[config.mk]
export PLATFORM = sky130hd
export DESIGN_NAME = dmem_arbiter_flat
export DESIGN_NICKNAME = d
export VERILOG_FILES = /design/src/rtl/dmem_arbiter_if.sv /design/src/rtl/dmem_arbiter.sv /design/src/flat_wrapper.sv
export SDC_FILE = /design/constraint.sdc
export NUM_CORES = 1
export LEC_CHECK = 0
export CORE_MARGIN = 8
export CORE_UTILIZATION = 34
export DETAILED_ROUTE_END_ITERATION = 16
export GPL_TIMING_DRIVEN = 1
export PLACE_DENSITY_LB_ADDON = 0.15
export SLEW_MARGIN = 20
export SYNTH_ARGS = -nofsm -noshare
export SYNTH_HDL_FRONTEND = slang
export SYNTH_SLANG_ARGS = --single-unit
[constraint.sdc]
create_clock -name clock -period 2.6 [get_ports clock]
set_input_delay 0.52 -clock clock [delete_from_list [all_inputs] [get_ports clock]]
set_output_delay 0.52 -clock clock [all_outputs]
set_load 0.02 [all_outputs]
[src/rtl/dmem_arbiter_if.sv]
// dmem_arbiter_if: bundles the core (c_*), auxiliary (a_*) and memory (mem_*)
// signals of the data-memory arbiter.
//
// Handshake: a requester raises *_req with its command fields and holds them
// stable until the cycle in which *_gnt is 1; that cycle is the transfer and
// the request may change or drop afterwards. *_gnt is combinational in the
// same cycle as *_req. Read data comes back exactly one cycle after the grant
// as a single-cycle *_rvalid pulse with *_rdata; there is no back-pressure on
// read data. mem_en is the memory strobe, and mem_rdata is valid one cycle
// after a read strobe.
interface dmem_arbiter_if #(
    parameter int AW = 10,
    parameter int DW = 32
);
    logic          c_req;
    logic          c_we;
    logic [AW-1:0] c_addr;
    logic [DW-1:0] c_wdata;
    logic [3:0]    c_be;
    logic          c_gnt;
    logic          c_rvalid;
    logic [DW-1:0] c_rdata;

    logic          a_req;
    logic          a_we;
    logic [AW-1:0] a_addr;
    logic [DW-1:0] a_wdata;
    logic [3:0]    a_be;
    logic          a_lock;
    logic          a_gnt;
    logic          a_rvalid;
    logic [DW-1:0] a_rdata;

    logic          mem_en;
    logic          mem_we;
    logic [AW-1:0] mem_addr;
    logic [DW-1:0] mem_wdata;
    logic [3:0]    mem_be;
    logic [DW-1:0] mem_rdata;

    // Arbiter side.
    modport slave (
        input  c_req, c_we, c_addr, c_wdata, c_be,
        output c_gnt, c_rvalid, c_rdata,
        input  a_req, a_we, a_addr, a_wdata, a_be, a_lock,
        output a_gnt, a_rvalid, a_rdata,
        output mem_en, mem_we, mem_addr, mem_wdata, mem_be,
        input  mem_rdata
    );

    // Environment side: requesters and the memory.
    modport master (
        output c_req, c_we, c_addr, c_wdata, c_be,
        input  c_gnt, c_rvalid, c_rdata,
        output a_req, a_we, a_addr, a_wdata, a_be, a_lock,
        input  a_gnt, a_rvalid, a_rdata,
        input  mem_en, mem_we, mem_addr, mem_wdata, mem_be,
        output mem_rdata
    );
endinterface

[src/rtl/dmem_arbiter.sv]
// dmem_arbiter: two-requester arbiter in front of the single-port data memory.
// The core (C) has fixed priority. The auxiliary port (A) is protected from
// starvation and can lock the memory for uninterrupted bursts. Read data is
// routed back to the requester that issued the read, one cycle after the grant.
//
// Optional build macro: DMEM_ARB_ROUND_ROBIN_EN. When it is defined, priority
// in IDLE alternates between the requesters and the starvation counter is
// removed. LOCK behaves the same in both builds.
//
// dbg_state exposes the FSM state: 0 = IDLE, 1 = LOCK.
module dmem_arbiter #(
    parameter int AW           = 10,
    parameter int DW           = 32,
    parameter int STARVE_LIMIT = 4
) (
    input  logic            clock,
    input  logic            rst,
    dmem_arbiter_if.slave   bus,
    output logic            dbg_state
);

    typedef enum logic {
        IDLE = 1'b0,
        LOCK = 1'b1
    } state_t;

    state_t        state_q, state_d;
    logic          c_gnt_w, a_gnt_w;
    logic          rd_pend;
    logic          rd_own;          // 1 = read belongs to A
    logic [DW-1:0] c_rdata_q, a_rdata_q;
    logic          c_rvalid_w, a_rvalid_w;

`ifdef DMEM_ARB_ROUND_ROBIN_EN
    logic          last_gnt;        // 1 = A was granted last
    logic          a_first;
    assign a_first = (last_gnt == 1'b0);
`else
    logic [7:0]    starve_cnt;
    logic          starved;
    assign starved = (starve_cnt == 8'(STARVE_LIMIT));
`endif

    // Grant selection and next state; no grant is issued during reset.
    always_comb begin
        state_d = state_q;
        c_gnt_w = 1'b0;
        a_gnt_w = 1'b0;
        if (!rst) begin
            case (state_q)
                IDLE: begin
`ifdef DMEM_ARB_ROUND_ROBIN_EN
                    if (bus.c_req && bus.a_req) begin
                        a_gnt_w = a_first;
                        c_gnt_w = !a_first;
                    end else begin
                        c_gnt_w = bus.c_req;
                        a_gnt_w = bus.a_req;
                    end
`else
                    if (bus.a_req && starved) begin
                        a_gnt_w = 1'b1;
                    end else if (bus.c_req) begin
                        c_gnt_w = 1'b1;
                    end else begin
                        a_gnt_w = bus.a_req;
                    end
`endif
                    if (a_gnt_w && bus.a_lock) begin
                        state_d = LOCK;
                    end
                end
                LOCK: begin
                    // A keeps ownership even while idle; the cycle a_lock
                    // drops still belongs to A.
                    a_gnt_w = bus.a_req;
                    if (!bus.a_lock) begin
                        state_d = IDLE;
                    end
                end
                default: state_d = IDLE;
            endcase
        end
    end

    // FSM state register.
    always_ff @(posedge clock) begin
        if (rst) begin
            state_q <= IDLE;
        end else begin
            state_q <= state_d;
        end
    end

`ifdef DMEM_ARB_ROUND_ROBIN_EN
    // Remember who was granted last so the other one wins the next conflict.
    always_ff @(posedge clock) begin
        if (rst) begin
            last_gnt <= 1'b1;
        end else if (c_gnt_w) begin
            last_gnt <= 1'b0;
        end else if (a_gnt_w) begin
            last_gnt <= 1'b1;
        end
    end
`else
    // Count consecutive refused A cycles in IDLE, saturating at the limit.
    always_ff @(posedge clock) begin
        if (rst || !bus.a_req || a_gnt_w) begin
            starve_cnt <= 8'd0;
        end else if (state_q == IDLE && !starved) begin
            starve_cnt <= starve_cnt + 8'd1;
        end
    end
`endif

    assign bus.c_gnt     = c_gnt_w;
    assign bus.a_gnt     = a_gnt_w;
    assign bus.mem_en    = c_gnt_w | a_gnt_w;
    assign bus.mem_we    = a_gnt_w ? bus.a_we    : bus.c_we;
    assign bus.mem_addr  = a_gnt_w ? bus.a_addr  : bus.c_addr;
    assign bus.mem_wdata = a_gnt_w ? bus.a_wdata : bus.c_wdata;
    assign bus.mem_be    = a_gnt_w ? bus.a_be    : bus.c_be;

    // Track the read issued this cycle and who owns its return data.
    always_ff @(posedge clock) begin
        if (rst) begin
            rd_pend <= 1'b0;
            rd_own  <= 1'b0;
        end else begin
            rd_pend <= (c_gnt_w | a_gnt_w) & ~bus.mem_we;
            rd_own  <= a_gnt_w;
        end
    end

    // A pending read is dropped if reset arrives in its return cycle.
    assign c_rvalid_w = rd_pend & ~rd_own & ~rst;
    assign a_rvalid_w = rd_pend &  rd_own & ~rst;

    // Hold the last returned word for each requester between reads.
    always_ff @(posedge clock) begin
        if (rst) begin
            c_rdata_q <= '0;
            a_rdata_q <= '0;
        end else begin
            if (c_rvalid_w) begin
                c_rdata_q <= bus.mem_rdata;
            end
            if (a_rvalid_w) begin
                a_rdata_q <= bus.mem_rdata;
            end
        end
    end

    assign bus.c_rvalid = c_rvalid_w;
    assign bus.a_rvalid = a_rvalid_w;
    assign bus.c_rdata  = rst ? '0 : (c_rvalid_w ? bus.mem_rdata : c_rdata_q);
    assign bus.a_rdata  = rst ? '0 : (a_rvalid_w ? bus.mem_rdata : a_rdata_q);
    assign dbg_state    = state_q;

endmodule

[src/flat_wrapper.sv]
// flat-port wrapper written by rule: the top's interface ports become plain ports
module dmem_arbiter_flat 
#(
    parameter int AW           = 10,
    parameter int DW           = 32,
    parameter int STARVE_LIMIT = 4
)
  (clock, rst, dbg_state, bus_c_req, bus_c_we, bus_c_addr, bus_c_wdata, bus_c_be, bus_c_gnt, bus_c_rvalid, bus_c_rdata, bus_a_req, bus_a_we, bus_a_addr, bus_a_wdata, bus_a_be, bus_a_lock, bus_a_gnt, bus_a_rvalid, bus_a_rdata, bus_mem_en, bus_mem_we, bus_mem_addr, bus_mem_wdata, bus_mem_be, bus_mem_rdata);
  dmem_arbiter_if #(.AW(AW), .DW(DW)) bus_i ();
  input  logic clock;
  input  logic rst;
  output logic dbg_state;
  input wire logic [$bits(bus_i.c_req)-1:0] bus_c_req;
  input wire logic [$bits(bus_i.c_we)-1:0] bus_c_we;
  input wire logic [$bits(bus_i.c_addr)-1:0] bus_c_addr;
  input wire logic [$bits(bus_i.c_wdata)-1:0] bus_c_wdata;
  input wire logic [$bits(bus_i.c_be)-1:0] bus_c_be;
  output wire logic [$bits(bus_i.c_gnt)-1:0] bus_c_gnt;
  output wire logic [$bits(bus_i.c_rvalid)-1:0] bus_c_rvalid;
  output wire logic [$bits(bus_i.c_rdata)-1:0] bus_c_rdata;
  input wire logic [$bits(bus_i.a_req)-1:0] bus_a_req;
  input wire logic [$bits(bus_i.a_we)-1:0] bus_a_we;
  input wire logic [$bits(bus_i.a_addr)-1:0] bus_a_addr;
  input wire logic [$bits(bus_i.a_wdata)-1:0] bus_a_wdata;
  input wire logic [$bits(bus_i.a_be)-1:0] bus_a_be;
  input wire logic [$bits(bus_i.a_lock)-1:0] bus_a_lock;
  output wire logic [$bits(bus_i.a_gnt)-1:0] bus_a_gnt;
  output wire logic [$bits(bus_i.a_rvalid)-1:0] bus_a_rvalid;
  output wire logic [$bits(bus_i.a_rdata)-1:0] bus_a_rdata;
  output wire logic [$bits(bus_i.mem_en)-1:0] bus_mem_en;
  output wire logic [$bits(bus_i.mem_we)-1:0] bus_mem_we;
  output wire logic [$bits(bus_i.mem_addr)-1:0] bus_mem_addr;
  output wire logic [$bits(bus_i.mem_wdata)-1:0] bus_mem_wdata;
  output wire logic [$bits(bus_i.mem_be)-1:0] bus_mem_be;
  input wire logic [$bits(bus_i.mem_rdata)-1:0] bus_mem_rdata;
  assign bus_i.c_req = bus_c_req;
  assign bus_i.c_we = bus_c_we;
  assign bus_i.c_addr = bus_c_addr;
  assign bus_i.c_wdata = bus_c_wdata;
  assign bus_i.c_be = bus_c_be;
  assign bus_c_gnt = bus_i.c_gnt;
  assign bus_c_rvalid = bus_i.c_rvalid;
  assign bus_c_rdata = bus_i.c_rdata;
  assign bus_i.a_req = bus_a_req;
  assign bus_i.a_we = bus_a_we;
  assign bus_i.a_addr = bus_a_addr;
  assign bus_i.a_wdata = bus_a_wdata;
  assign bus_i.a_be = bus_a_be;
  assign bus_i.a_lock = bus_a_lock;
  assign bus_a_gnt = bus_i.a_gnt;
  assign bus_a_rvalid = bus_i.a_rvalid;
  assign bus_a_rdata = bus_i.a_rdata;
  assign bus_mem_en = bus_i.mem_en;
  assign bus_mem_we = bus_i.mem_we;
  assign bus_mem_addr = bus_i.mem_addr;
  assign bus_mem_wdata = bus_i.mem_wdata;
  assign bus_mem_be = bus_i.mem_be;
  assign bus_i.mem_rdata = bus_mem_rdata;
  dmem_arbiter #(.AW(AW), .DW(DW), .STARVE_LIMIT(STARVE_LIMIT)) u_core (.clock(clock), .rst(rst), .bus(bus_i), .dbg_state(dbg_state));
endmodule
## After elaboration in Yosys (flattened, before gate mapping)

Index checks and enable logic that the tools add are counted.

| word-level totals | value |
|---|---|
| input bits | 131 |
| RAM bits | 0 |
| logic and storage cells | 46 |
| latch bits | 0 |
| memory bits (read-only) | 0 |
| flip-flop bits (word level) | 75 |
| output and inout bits | 117 |
| memories kept | 0 |

| operators by class | value |
|---|---|
| equal/unequal tests | 1 |
| bitwise gates (word level) | 10 |
| magnitude comparators | 0 |
| multipliers | 0 |
| muxes and demuxes | 21 |
| divide/modulo/power cells | 0 |
| shifts and indexed selects | 0 |
| add/sub/neg operators | 1 |
| reductions and logical operators | 7 |

Operators by type and width:

| kind | number |
|---|---|
| 32-bit two-way mux | 5 |
| 1-bit two-way mux | 12 |
| 10-bit two-way mux | 1 |
| 8-bit by 1-bit adder with 8-bit output (second input constant) | 1 |
| 8-bit by 3-bit == test with 1-bit output (second input constant) | 1 |
| 1-bit bitwise AND | 5 |
| 4-bit two-way mux | 1 |
| 1-bit NOT | 4 |
| 1-bit one-hot mux with 2 select lines | 2 |
| 1-bit logical AND | 3 |
| 1-bit logical NOT | 2 |
| 1-bit logical OR | 2 |
| 1-bit bitwise OR | 1 |

## Longest topological paths before layout

| logic depth | value |
|---|---|
| depth in word-level cells | 10 |
| gate-level depth with buffers | 9 |
| depth with buffers taken out | 7 |

## Worst setup path before layout

OpenSTA, ideal clock, no wires.

| timing | value |
|---|---|
| kind | register -> output |
| start point | register u_core.starve_cnt[0] |
| end point | output port bus_mem_we |
| setup slack | 0.194 ns |
| data required time | 2.080 ns |
| arrival | 1.886 ns |
| buffers on the path | 2 |
| stages on the path, launching flop included | 10 |
| path through | dfxtp_1 inv_1 ha_1 nor4b_4 a21oi_2 nand2b_4 buf_6 buf_6 inv_1 o22ai_1 |

| between the ends | value |
|---|---|
| word-level cells in the longest chain between the ends | 8 |

Ends and longest elaborated chain:

| item | line | RTL |
|---|---|---|
| start, declared | dmem_arbiter.sv:39 | `logic [7:0] starve_cnt;` |
| start signal, assigned | dmem_arbiter.sv:112 | `starve_cnt <= starve_cnt + 8'd1;` |
| 8-bit by 3-bit == test with 1-bit output | dmem_arbiter.sv:41 | `assign starved = (starve_cnt == 8'(STARVE_LIMIT));` |
| 1-bit logical AND | dmem_arbiter.sv:61 | `if (bus.a_req && starved) begin` |
| 1-bit two-way mux | dmem_arbiter.sv:61 |  |
| 1-bit two-way mux | dmem_arbiter.sv:50 | `case (state_q)` |
| 1-bit two-way mux | dmem_arbiter.sv:49 | `if (!rst) begin` |
| 1-bit one-hot mux with 2 select lines | dmem_arbiter.sv:50 |  |
| 1-bit two-way mux | dmem_arbiter.sv:49 |  |
| net bus_a_gnt | flat_wrapper.sv:27 | `output wire logic [$bits(bus_i.a_gnt)-1:0] bus_a_gnt;` |
| 1-bit two-way mux | dmem_arbiter.sv:120 | `assign bus.mem_we = a_gnt_w ? bus.a_we : bus.c_we;` |
| end, declared | flat_wrapper.sv:31 | `output wire logic [$bits(bus_i.mem_we)-1:0] bus_mem_we;` |

The timed path passes the listed nets, and every way through them passes these cells. The select of a mux whose other input is x is not followed.

## Final worst setup path

| timing | value |
|---|---|
| start point | input port bus_c_req |
| end point | output port bus_mem_wdata[11] |

| between the ends | value |
|---|---|
| word-level cells in the longest chain between the ends | 7 |

Ends and longest elaborated chain:

| item | line | RTL |
|---|---|---|
| start, declared | flat_wrapper.sv:13 | `input wire logic [$bits(bus_i.c_req)-1:0] bus_c_req;` |
| 1-bit two-way mux | dmem_arbiter.sv:63 | `end else if (bus.c_req) begin` |
| 1-bit two-way mux | dmem_arbiter.sv:61 |  |
| 1-bit two-way mux | dmem_arbiter.sv:50 |  |
| 1-bit two-way mux | dmem_arbiter.sv:49 |  |
| 1-bit one-hot mux with 2 select lines | dmem_arbiter.sv:50 |  |
| 1-bit two-way mux | dmem_arbiter.sv:49 |  |
| 32-bit two-way mux | dmem_arbiter.sv:122 | `assign bus.mem_wdata = a_gnt_w ? bus.a_wdata : bus.c_wdata;` |
| end, declared | flat_wrapper.sv:33 | `output wire logic [$bits(bus_i.mem_wdata)-1:0] bus_mem_wdata;` |

No other way between the ends. The select of a mux whose other input is x is not followed.

==> results by group <==
Die
  – Rows: 36
  – # IOs: 248
  – Starting density of the core: about 34%
  – DIE AREA: roughly 13000 µm²
  – Die W: 114 µm
  – Core area: 9590 µm²
  – Die span in y: between 100 and 150 µm

Clock network
  – H-Tree Depth: 3
  – Worst-skew pair later-pin latency: 0.34 ns
  – Clock transition at path regs: 0.07 ns
  – Max clock buf depth: 2
  – CTS buffer count: 9
  – TritonCTS clock tree: built
  – Clock sink count: between 70 and 80
  – CTS root buffer: clkbuf_8

Drt
  – Drt via density: about 4.6
  – DR pass1 iterations: 4
  – Detailed Route Iter0 Violations: 188
  – DR vias: 3649
  – WL per Instance: 18.1 µm
  – DRC violations left: 0
  – Post-route ant nets: 0
  – Final wirelength: around 14000 µm

Synthesis
  – Top_reg_cell synth: dfxtp_1
  – Register area share after synthesis: 45.5%
  – Asr flop ratio synth: 0%
  – Synth area leader: dfxtp_1
  – Number of enable flip-flop cells after synthesis: 0
  – Synth Register Bits: 75
  – Top cell type's share of synthesized area: between 40% and 50%
  – Distinct cells, synth: 31
  – Synthesized area per cell: 8.48 µm²
  – Ranking of synthesized cells by area: dfxtp_1 (46%), nand2_1 (15%), mux2_2 (13%)
  – Post-Syn Area: 3300 µm²
  – Synth warn: 0
  – Mapped Nets: 522
  – Cell count after synthesis: 389

Cells and area
  – Final #Nets: 784
  – Layout cells sized above 1: 23.4%
  – Final design utilization: 67.1%
  – Fin area: 6440 µm²
  – # diodes: 0
  – P&R area growth vs syn: 95.1%

Pwr
  – Clock network fraction of total power: 33.0%
  – Sw Ratio: 25.8%
  – Design Power: 2860 µW
  – Lkg Pwr: 0.00342 µW
  – Reported net switching power: 737 µW
  – Pwr dens: 444 nW/µm²
  – VDD IR max: 0.243 mV
  – Internal power: about 2100 µW
  – Flop pwr share: 41.6%
  – Combinational share of power: 25.4%

Global route
  – Total grt overflow: 0
  – Initial antenna violation count: 0
  – GRT Overall Usage: 20.9%
  – Largest net degree at the start of global routing: 35
  – First-pass GRT wire length: 21200 µm
  – Vias in the first global route: 3837

Worst hold path
  – Hold Startpoint: u_core.a_rdata_q[0]
  – Min-Delay Endpoint: u_core.a_rdata_q[0]
  – WHS Path Cells: 2
  – Hold WC Path Type: reg2reg

Placement
  – GPL Wtd Cong: 0.768
  – Setup WS pre-CTS: -0.394 ns
  – Port Buffers: 247
  – DP HPWL: 11400 µm
  – DP Area: 6030 µm²

Outcome
  – Run status: finished with violations
  – Failing checks: negative setup slack

STA
  – Highest clock rate: 0.374 GHz
  – Setup ws final: -0.0768 ns
  – Final setup violation count: 21
  – Hold Vio Cnt, Final: 0
  – Max transition margin: 74.6%
  – Final Slew Violations: 0
  – Clock skew: 0.0113 ns
  – RSZ-0062 raised after global routing: true
  – Tmin final: 2.68 ns
  – Crit share post-route: 103%
  – Tightest Pin Transition: 0.382 ns

Critical path
  – Critical Path Fanout Max: 5
  – Register-to-register setup slack: about 0.97 ns
  – Reg2reg end: u_core.starve_cnt[7]
  – Critical Path, Cell by Cell: clkdlybuf4s50_1 -> nand2b_1 -> a21oi_2 -> nand2b_4 -> buf_12 -> clkbuf_16 -> mux2_2 -> buf_6
  – Reg2Reg Depth: 9
  – Critical Path Start Type: primary input
  – Slowest library cell on the worst path: clkdlybuf4s50_1
  – Kind of critical path: in2out
  – Worst Path Arrival: 2.16 ns
  – RR Startpoint: u_core.starve_cnt[1]
  – Setup crit end kind: output pin
  – Worst Path Required: around 2.1 ns
  – CP max stage delay: 0.45 ns

Flow run
  – Max_cap viols: 0
## logic make-up after synthesis
group,Yosys count,synth area share (%)
XOR/XNOR,6,1.59
buffers and inverters,33,4.32
adder cells (fa/ha/maj),2,0.759
flip-flops,75,45.5
multiplexers,46,16.5
AND/OR/NAND/NOR,159,20.6
AO/OA/AOI/OAI,68,10.7
## repair_timing
action                                  4_1_cts  5_1_grt
endpoints found under the setup margin       52      101
setup buffers                                 2        2
hold buffers                                  0        0
cloned                                        1        2
gates resized for setup                     224       89
endpoints found under the hold margin         0        0
pin swaps                                     0        2
## layer usage
layer | GRT usage [%] | part of all wire [%]
met1 | 20.1 | 37
met3 | 8.39 | 8.6
met5 | 0 | 0
met4 | 6.83 | 1.9
met2 | 39.3 | 53
## placed cells by master, fill, tap and decap left out, types with 2 or more instances in the layout
master and instances:
clkbuf_8 9, inv_2 2, nand2_1 131, dfxtp_2 2, dlymetal6s2s_1 52, clkinv_2 2, dfxtp_1 73, clkbuf_16 2
buf_4 28, a21oi_1 64, clkdlybuf4s50_1 141, dlygate4sd2_1 3, nand3_1 3, xnor2_1 2, inv_1 3, nor2_1 10
mux2_2 39, nand2b_1 2, clkbuf_2 2, buf_12 4, xor2_1 4, and3_1 3, bufinv_16 2, buf_6 28
mux2_4 7, buf_2 18
## critical path: cells and delay by family
family                 cells  cell delay, ns
multiplexers               1            0.34
buffers and inverters      4            0.87
AO/OA/AOI/OAI              1            0.13
AND/OR/NAND/NOR            2            0.30
## registers in the layout, summed over array words and instances, names as in the netlist
signal             flops
u_core.c_rdata_q      32
u_core.rd_pend         1
u_core.starve_cnt      8
u_core.dbg_state       1
u_core.rd_own          1
u_core.a_rdata_q      32
## power groups by stage
stage | Sequential [µW] | Clock (µW) | Combinational [µW]
floorplan | 1210 | 0 | 284
global placement | 1210 | 0 | 721
detailed placement | 1220 | 0 | 727
CTS | 1190 | 970 | 706
global route | 1190 | 1020 | 769
finish | 1190 | 943 | 728
## worst max-delay path by stage
stage,from,end,slack [ns],cells after the start
finish,bus_c_req,bus_mem_wdata[11],-0.08,8
detailed placement,bus_c_req,bus_mem_wdata[28],-0.39,7
global route,u_core.starve_cnt[1],bus_mem_wdata[11],-0.15,9
global placement,bus_c_req,bus_mem_wdata[13],-0.41,7
floorplan,u_core.starve_cnt[0],bus_mem_we,0.19,9
CTS,bus_c_req,bus_mem_addr[1],-0.14,7
## synth_stat cells (2+ instances only)
master / instances
xnor2_1: 2
ha_1: 2
and3_1: 3
a21oi_1: 64
nand3_1: 3
nor2_1: 10
buf_6: 2
buf_2: 3
nand2b_1: 2
nand2_1: 131
mux2_4: 7
inv_1: 5
mux2_2: 39
clkbuf_1: 22
dfxtp_1: 75
xor2_1: 4
## layout make-up
type | instances | area (µm²)
Inverter | 5 | 18.8
Tap cell | 133 | 166
Fill cell | 803 | 3160
Timing Repair Buffer | 279 | 2870
Clock inverter | 5 | 78.8
Clock buffer | 10 | 128
Sequential cell | 75 | 1500
Multi-Input combinational cell | 281 | 1670
## per-stage QoR
stage                     instances  TNS [ns]  hold slack [ns]
after floorplan                 389         0            0.449
after global routing            788     -3.13            0.483
after detailed placement        766    -17.61            0.451
after CTS                       784    -0.841            0.462
final                           788    -0.757            0.461
after global placement          766    -17.90            0.446
Power figures use the tool's default switching activity.
